### src/rtl/cdb_arbiter.sv
// Common data bus arbiter: EX and SLB results queue in per-source FIFOs and
// a round-robin grant drains one entry per cycle onto a registered broadcast port.
module cdb_arbiter #(
    parameter int NICK_W = 5,
    parameter int DATA_W = 32,
    parameter int DEPTH  = 4
) (
    input  logic              clk,
    input  logic              rst,
    input  logic              rdy,
    input  logic              clr,
    input  logic              iEX_en,
    input  logic [NICK_W-1:0] iEX_nick,
    input  logic [DATA_W-1:0] iEX_dt,
    output logic              oEX_full,
    input  logic              iSLB_en,
    input  logic [NICK_W-1:0] iSLB_nick,
    input  logic [DATA_W-1:0] iSLB_dt,
    output logic              oSLB_full,
    output logic              oCDB_en,
    output logic [NICK_W-1:0] oCDB_nick,
    output logic [DATA_W-1:0] oCDB_dt,
    output logic              oCDB_src,
    output logic              oOVF
);
    localparam int PTR_W = $clog2(DEPTH);
    localparam int CNT_W = PTR_W + 1;
    localparam int ENT_W = NICK_W + DATA_W;
    localparam logic [CNT_W-1:0] CNT_FULL   = CNT_W'(DEPTH);
    localparam logic [CNT_W-1:0] CNT_ALMOST = CNT_W'(DEPTH - 1);
    localparam logic SRC_EX  = 1'b0;
    localparam logic SRC_SLB = 1'b1;

    // Index 0 is EX, index 1 is SLB, matching the oCDB_src encoding.
    logic [1:0]        in_en;
    logic [NICK_W-1:0] in_nick   [2];
    logic [DATA_W-1:0] in_dt     [2];
    logic [1:0]        push;
    logic [1:0]        drop_full;
    logic [1:0]        pop;
    logic [1:0]        not_empty;
    logic [1:0]        full_flag;
    logic [NICK_W-1:0] head_nick [2];
    logic [DATA_W-1:0] head_dt   [2];

    assign in_en      = {iSLB_en, iEX_en};
    assign in_nick[0] = iEX_nick;
    assign in_nick[1] = iSLB_nick;
    assign in_dt[0]   = iEX_dt;
    assign in_dt[1]   = iSLB_dt;

    generate
        for (genvar gi = 0; gi < 2; gi++) begin : g_fifo
            logic [ENT_W-1:0] mem_q [DEPTH];
            logic [PTR_W-1:0] wr_ptr_q, wr_ptr_d;
            logic [PTR_W-1:0] rd_ptr_q, rd_ptr_d;
            logic [CNT_W-1:0] cnt_q, cnt_d;
            logic             full_q, full_d;
            logic             want;

            // nick 0 means "no destination": never queued, never an overflow.
            assign want          = in_en[gi] && (in_nick[gi] != '0);
            assign push[gi]      = rdy && !clr && want && (cnt_q != CNT_FULL);
            assign drop_full[gi] = rdy && !clr && want && (cnt_q == CNT_FULL);
            assign not_empty[gi] = (cnt_q != '0);
            assign full_flag[gi] = full_q;
            assign head_nick[gi] = mem_q[rd_ptr_q][ENT_W-1:DATA_W];
            assign head_dt[gi]   = mem_q[rd_ptr_q][DATA_W-1:0];

            always_comb begin
                wr_ptr_d = wr_ptr_q;
                rd_ptr_d = rd_ptr_q;
                cnt_d    = cnt_q;
                full_d   = full_q;
                if (clr) begin
                    wr_ptr_d = '0;
                    rd_ptr_d = '0;
                    cnt_d    = '0;
                    full_d   = 1'b0;
                end else if (rdy) begin
                    if (push[gi]) wr_ptr_d = wr_ptr_q + PTR_W'(1);
                    if (pop[gi])  rd_ptr_d = rd_ptr_q + PTR_W'(1);
                    cnt_d  = cnt_q + CNT_W'(push[gi]) - CNT_W'(pop[gi]);
                    // One slot of slack covers the push issued against a stale flag.
                    full_d = (cnt_d >= CNT_ALMOST);
                end
            end

            always_ff @(posedge clk) begin
                if (rst) begin
                    wr_ptr_q <= '0;
                    rd_ptr_q <= '0;
                    cnt_q    <= '0;
                    full_q   <= 1'b0;
                end else begin
                    wr_ptr_q <= wr_ptr_d;
                    rd_ptr_q <= rd_ptr_d;
                    cnt_q    <= cnt_d;
                    full_q   <= full_d;
                end
            end

            always_ff @(posedge clk) begin
                if (push[gi]) mem_q[wr_ptr_q] <= {in_nick[gi], in_dt[gi]};
            end
        end
    endgenerate

    logic              rr_last_q, rr_last_d;
    logic              cdb_en_q, cdb_en_d;
    logic [NICK_W-1:0] cdb_nick_q, cdb_nick_d;
    logic [DATA_W-1:0] cdb_dt_q, cdb_dt_d;
    logic              cdb_src_q, cdb_src_d;
    logic              ovf_q, ovf_d;
    logic              grant_src;

    always_comb begin
        pop        = '0;
        grant_src  = SRC_EX;
        rr_last_d  = rr_last_q;
        cdb_en_d   = 1'b0;
        cdb_nick_d = cdb_nick_q;
        cdb_dt_d   = cdb_dt_q;
        cdb_src_d  = cdb_src_q;
        ovf_d      = ovf_q;
        if (clr) begin
            rr_last_d  = SRC_SLB;
            cdb_nick_d = '0;
            cdb_dt_d   = '0;
            cdb_src_d  = 1'b0;
        end else if (!rdy) begin
            cdb_nick_d = '0;
            cdb_dt_d   = '0;
            cdb_src_d  = 1'b0;
        end else begin
            if (&not_empty) grant_src = ~rr_last_q;
            else            grant_src = not_empty[1] ? SRC_SLB : SRC_EX;
            if (|not_empty) begin
                pop[grant_src] = 1'b1;
                rr_last_d      = grant_src;
                cdb_en_d       = 1'b1;
                cdb_nick_d     = head_nick[grant_src];
                cdb_dt_d       = head_dt[grant_src];
                cdb_src_d      = grant_src;
            end
            if (|drop_full) ovf_d = 1'b1;
        end
    end

    always_ff @(posedge clk) begin
        if (rst) begin
            rr_last_q  <= SRC_SLB;
            cdb_en_q   <= 1'b0;
            cdb_nick_q <= '0;
            cdb_dt_q   <= '0;
            cdb_src_q  <= 1'b0;
            ovf_q      <= 1'b0;
        end else begin
            rr_last_q  <= rr_last_d;
            cdb_en_q   <= cdb_en_d;
            cdb_nick_q <= cdb_nick_d;
            cdb_dt_q   <= cdb_dt_d;
            cdb_src_q  <= cdb_src_d;
            ovf_q      <= ovf_d;
        end
    end

    assign oEX_full  = full_flag[0];
    assign oSLB_full = full_flag[1];
    assign oCDB_en   = cdb_en_q;
    assign oCDB_nick = cdb_nick_q;
    assign oCDB_dt   = cdb_dt_q;
    assign oCDB_src  = cdb_src_q;
    assign oOVF      = ovf_q;
endmodule
### config.mk
export PLATFORM = sky130hd
export DESIGN_NAME = cdb_arbiter
export DESIGN_NICKNAME = d
export VERILOG_FILES = /design/src/rtl/cdb_arbiter.sv
export SDC_FILE = /design/constraint.sdc
export NUM_CORES = 1
export LEC_CHECK = 0
export CORE_MARGIN = 2
export CORE_UTILIZATION = 30
export DETAILED_ROUTE_END_ITERATION = 6
export PLACE_DENSITY_LB_ADDON = 0.3
export SYNTH_ARGS = -nofsm -noshare
export SYNTH_HDL_FRONTEND = slang
export SYNTH_SLANG_ARGS = --single-unit
export TNS_END_PERCENT = 50
### constraint.sdc
create_clock -name clk -period 3.55 [get_ports clk]
set_input_delay 0.8875 -clock clk [delete_from_list [all_inputs] [get_ports clk]]
set_output_delay 0.8875 -clock clk [all_outputs]
set_load 0.02 [all_outputs]
==> flow_summary.json <==
{
  "rows": 77,
  "holdPathEnd": "oCDB_dt[16]",
  "ir_drop_v": 0.000437,
  "cts_sinks": 357,
  "worstPathMaxFanout": 5,
  "holdWs_ps": 457,
  "drc_errors": 0,
  "finClkSkew_ps": 16.7,
  "post-route-util_pct": 37.8,
  "setup_viol": 0,
  "drt_wl_total_um": 29900,
  "grt_pass1_wl_um": 44800,
  "period_share_pct": 82.7,
  "synthDistinctLibCells": 40,
  "setup_tns_ps": 0,
  "fin_cells": 1424,
  "cap_viol_max_count": 0,
  "antenna_cells": 0,
  "synth_ff_type": "edfxtp_1",
  "synth_edf_count": 296,
  "fmax_ghz": 0.341,
  "r2r_setup_slack_ps": 1030,
  "yosys_warnings": 0,
  "num_vias": 6536,
  "numCtsBuffers": 40,
  "cp-start-kind": "primary input",
  "core_area_um2": 44200,
  "dp.cells": 1350,
  "endpoint_kind": "flop",
  "postCtsSetupBuffers": 0,
  "num_io_pins": 122,
  "synth_fa_ha_area_share_pct": 1.42,
  "clk_pin_slew_worst_paths_ps": 60,
  "clock_path_buffers": 3,
  "period_needed_ps": 2930,
  "chipHeight_um": 215,
  "cts_hold_buf": 0,
  "syn_to_final_growth_pct": 24.6,
  "max_slew_margin_pct": 38.5,
  "post_dp_cell_area_um2": 15500,
  "clk-insertion-delay-late_ps": 540,
  "muxShareOfSynthArea_pct": 15.5,
  "viasPerCell": 4.59,
  "ant_nets": 0,
  "start_util_pct": 30.3,
  "synth_async_sr_flop_share_pct": 0,
  "fin_nets": 894,
  "post-dp-hpwl_um": 17800,
  "synth_compound_area_share_pct": 3.31,
  "grt-ovfl-total": 0,
  "final_hold_viol_count": 0,
  "synth-simple-area-share_pct": 2.01,
  "status": "completed",
  "gp_congestion": 0.708,
  "synth_area_per_cell_um2": 20.6,
  "drv_slew": 0,
  "tightest_slew_ps": 922,
  "firstDrtPassIters": 4,
  "rsz0062_at_grt": "false",
  "ys_seq_elements": 357,
  "antenna_found_initial": 2,
  "min_path_type": "flop to flop",
  "synthesis.nets": 744,
  "die_w_um": 215,
  "cts.htree.levels": 2,
  "synth.top_cells.by_area": "edfxtp_1, mux4_2, dfxtp_1",
  "p_leak_nw": 5.47,
  "powerDensity_nw_per_um2": 522,
  "synthCells": 650,
  "holdPathStages": 1,
  "wire_per_inst_um": 21.0,
  "port_buffers": 121,
  "crit-reg2reg-capture": "g_fifo[0].cnt_q[2]",
  "critPathRequiredTime_ps": 3970,
  "crit_type": "primary input to flop",
  "r2r_cells": 12,
  "synth_top_family_by_area": "multiplexers",
  "synth_top_cell_area_share_pct": 66.3,
  "holdCritStartpoint": "oCDB_dt[16]",
  "final_area_um2": 16700,
  "synthXorXnorAreaFrac_pct": 0.783,
  "dieArea_um2": 46400,
  "yosysTopAreaCell": "edfxtp_1",
  "grt_max_degree": 39,
  "rr_startpoint": "g_fifo[0].cnt_q[2]",
  "final_layout_size_suffix_gt1_share_pct": 20.0,
  "post_cts_resized": 0,
  "root_buffer": "clkbuf_16",
  "grt_pass1_vias": 7164,
  "track_usage_pct": 13.0,
  "cts_tree": "yes",
  "drt_first_iter_violations": 373,
  "arrival_ps": 3360,
  "ys_seq_area_share_pct": 75.4,
  "synthesis.area_um2": 13400
}
## cell usage in the layout, fill, tap and decap left out, types with 3 or more instances in the layout
cell / netlist / final
buf_12: 0 / 10
ha_1: 12 / 12
o2bb2ai_1: 37 / 37
mux4_2: 74 / 74
inv_1: 15 / 15
nor2_1: 17 / 17
xor2_1: 6 / 6
buf_4: 2 / 8
mux2i_1: 41 / 41
clkbuf_1: 10 / 12
nor3_1: 4 / 4
clkbuf_16: 0 / 40
dfxtp_1: 61 / 57
nand2_1: 10 / 9
and2_2: 0 / 8
clkinv_2: 0 / 7
xnor2_1: 6 / 6
a21oi_1: 4 / 4
clkinv_1: 0 / 7
o21ai_0: 3 / 3
edfxtp_1: 296 / 296
clkdlybuf4s50_1: 0 / 121
## metal layers
metal	track usage, %	routed length, µm	up-vias
met4	3.98	671	4
li1	-	-	2957
met5	0	25	-
met2	21.3	14400	162
met1	17.5	13500	3357
met3	2.69	1290	56
## how the worst max path moves through the flow
stage	start	end	slack (ps)	cells after the start
after floorplan	iSLB_nick[0]	g_fifo[1].cnt_q[2]	650	8
after global placement	iSLB_nick[0]	g_fifo[1].cnt_q[2]	120	9
after detailed placement	iSLB_nick[0]	g_fifo[1].cnt_q[2]	100	9
after CTS	iSLB_nick[0]	g_fifo[1].cnt_q[2]	670	9
after global routing	iSLB_nick[0]	g_fifo[1].cnt_q[2]	470	9
final	iSLB_nick[0]	g_fifo[1].cnt_q[2]	620	9
## cell type report
cell class              instances  area [µm²]
clock inverters                21         160
clock buffers                  53        1060
fillers                      4039       27500
flip-flops and latches        357       10100
multi-input cells             247        3110
inverters                      15        56.3
repair buffers                139        1470
well taps                     592         741
## through the flow
step | power, W | setup slack [ps]
floorplan | 0.00478 | 648
global placement | 0.00496 | 119
global route | 0.00905 | 473
detailed placement | 0.00497 | 97.9
CTS | 0.00885 | 672
finish | 0.00872 | 616
## kinds of logic (layout without fill, tap and decap cells)
| logic type | count (synthesis) | after routing |
|---|---|---|
| compound gates | 54 | 54 |
| mux | 115 | 115 |
| xor+xnor | 12 | 12 |
| buf+inv | 46 | 228 |
| flops | 357 | 357 |
| simple gates | 52 | 52 |
| fa+ha+maj | 14 | 14 |
## report_power, final
part | internal, W | switching [W]
registers | 0.00457 | 0.0000164
clock network | 0.00220 | 0.00165
logic | 0.000150 | 0.000141
## worst max-delay path, cell delays in order
cell and delay (ps):
clkdlybuf4s50_1 480, or4_1 600, o2111a_1 290, ha_1 200, fa_1 370, xnor2_1 230, nand2_1 100, xor2_1 140
nor2_1 50
## registers in the layout, summed over array words and instances, names as in the netlist, named ones only
signal           count
oSLB_full            1
g_fifo.rd_ptr_q      4
g_fifo.wr_ptr_q      4
rr_last_q            1
oCDB_src             1
oCDB_en              1
oOVF                 1
oCDB_nick            5
g_fifo.mem_q       296
g_fifo.cnt_q         6
oCDB_dt             32
oEX_full             1
## cells in the mapped netlist (2+ instances only)
cell and instances:
edfxtp_1 296, mux4_2 74, dfxtp_1 61, mux2i_1 41
o2bb2ai_1 37, nor2_1 17, inv_1 15, buf_2 14
ha_1 12, clkbuf_1 10, nand2_1 10, and2_1 8
xnor2_1 6, xor2_1 6, a21oi_1 4, nor3_1 4
buf_6 3, o21ai_0 3, buf_1 2, buf_4 2
fa_1 2, o2111a_1 2, o22ai_1 2, or3b_2 2
or4_1 2
Note: power is estimated with default switching activity, not from simulation.
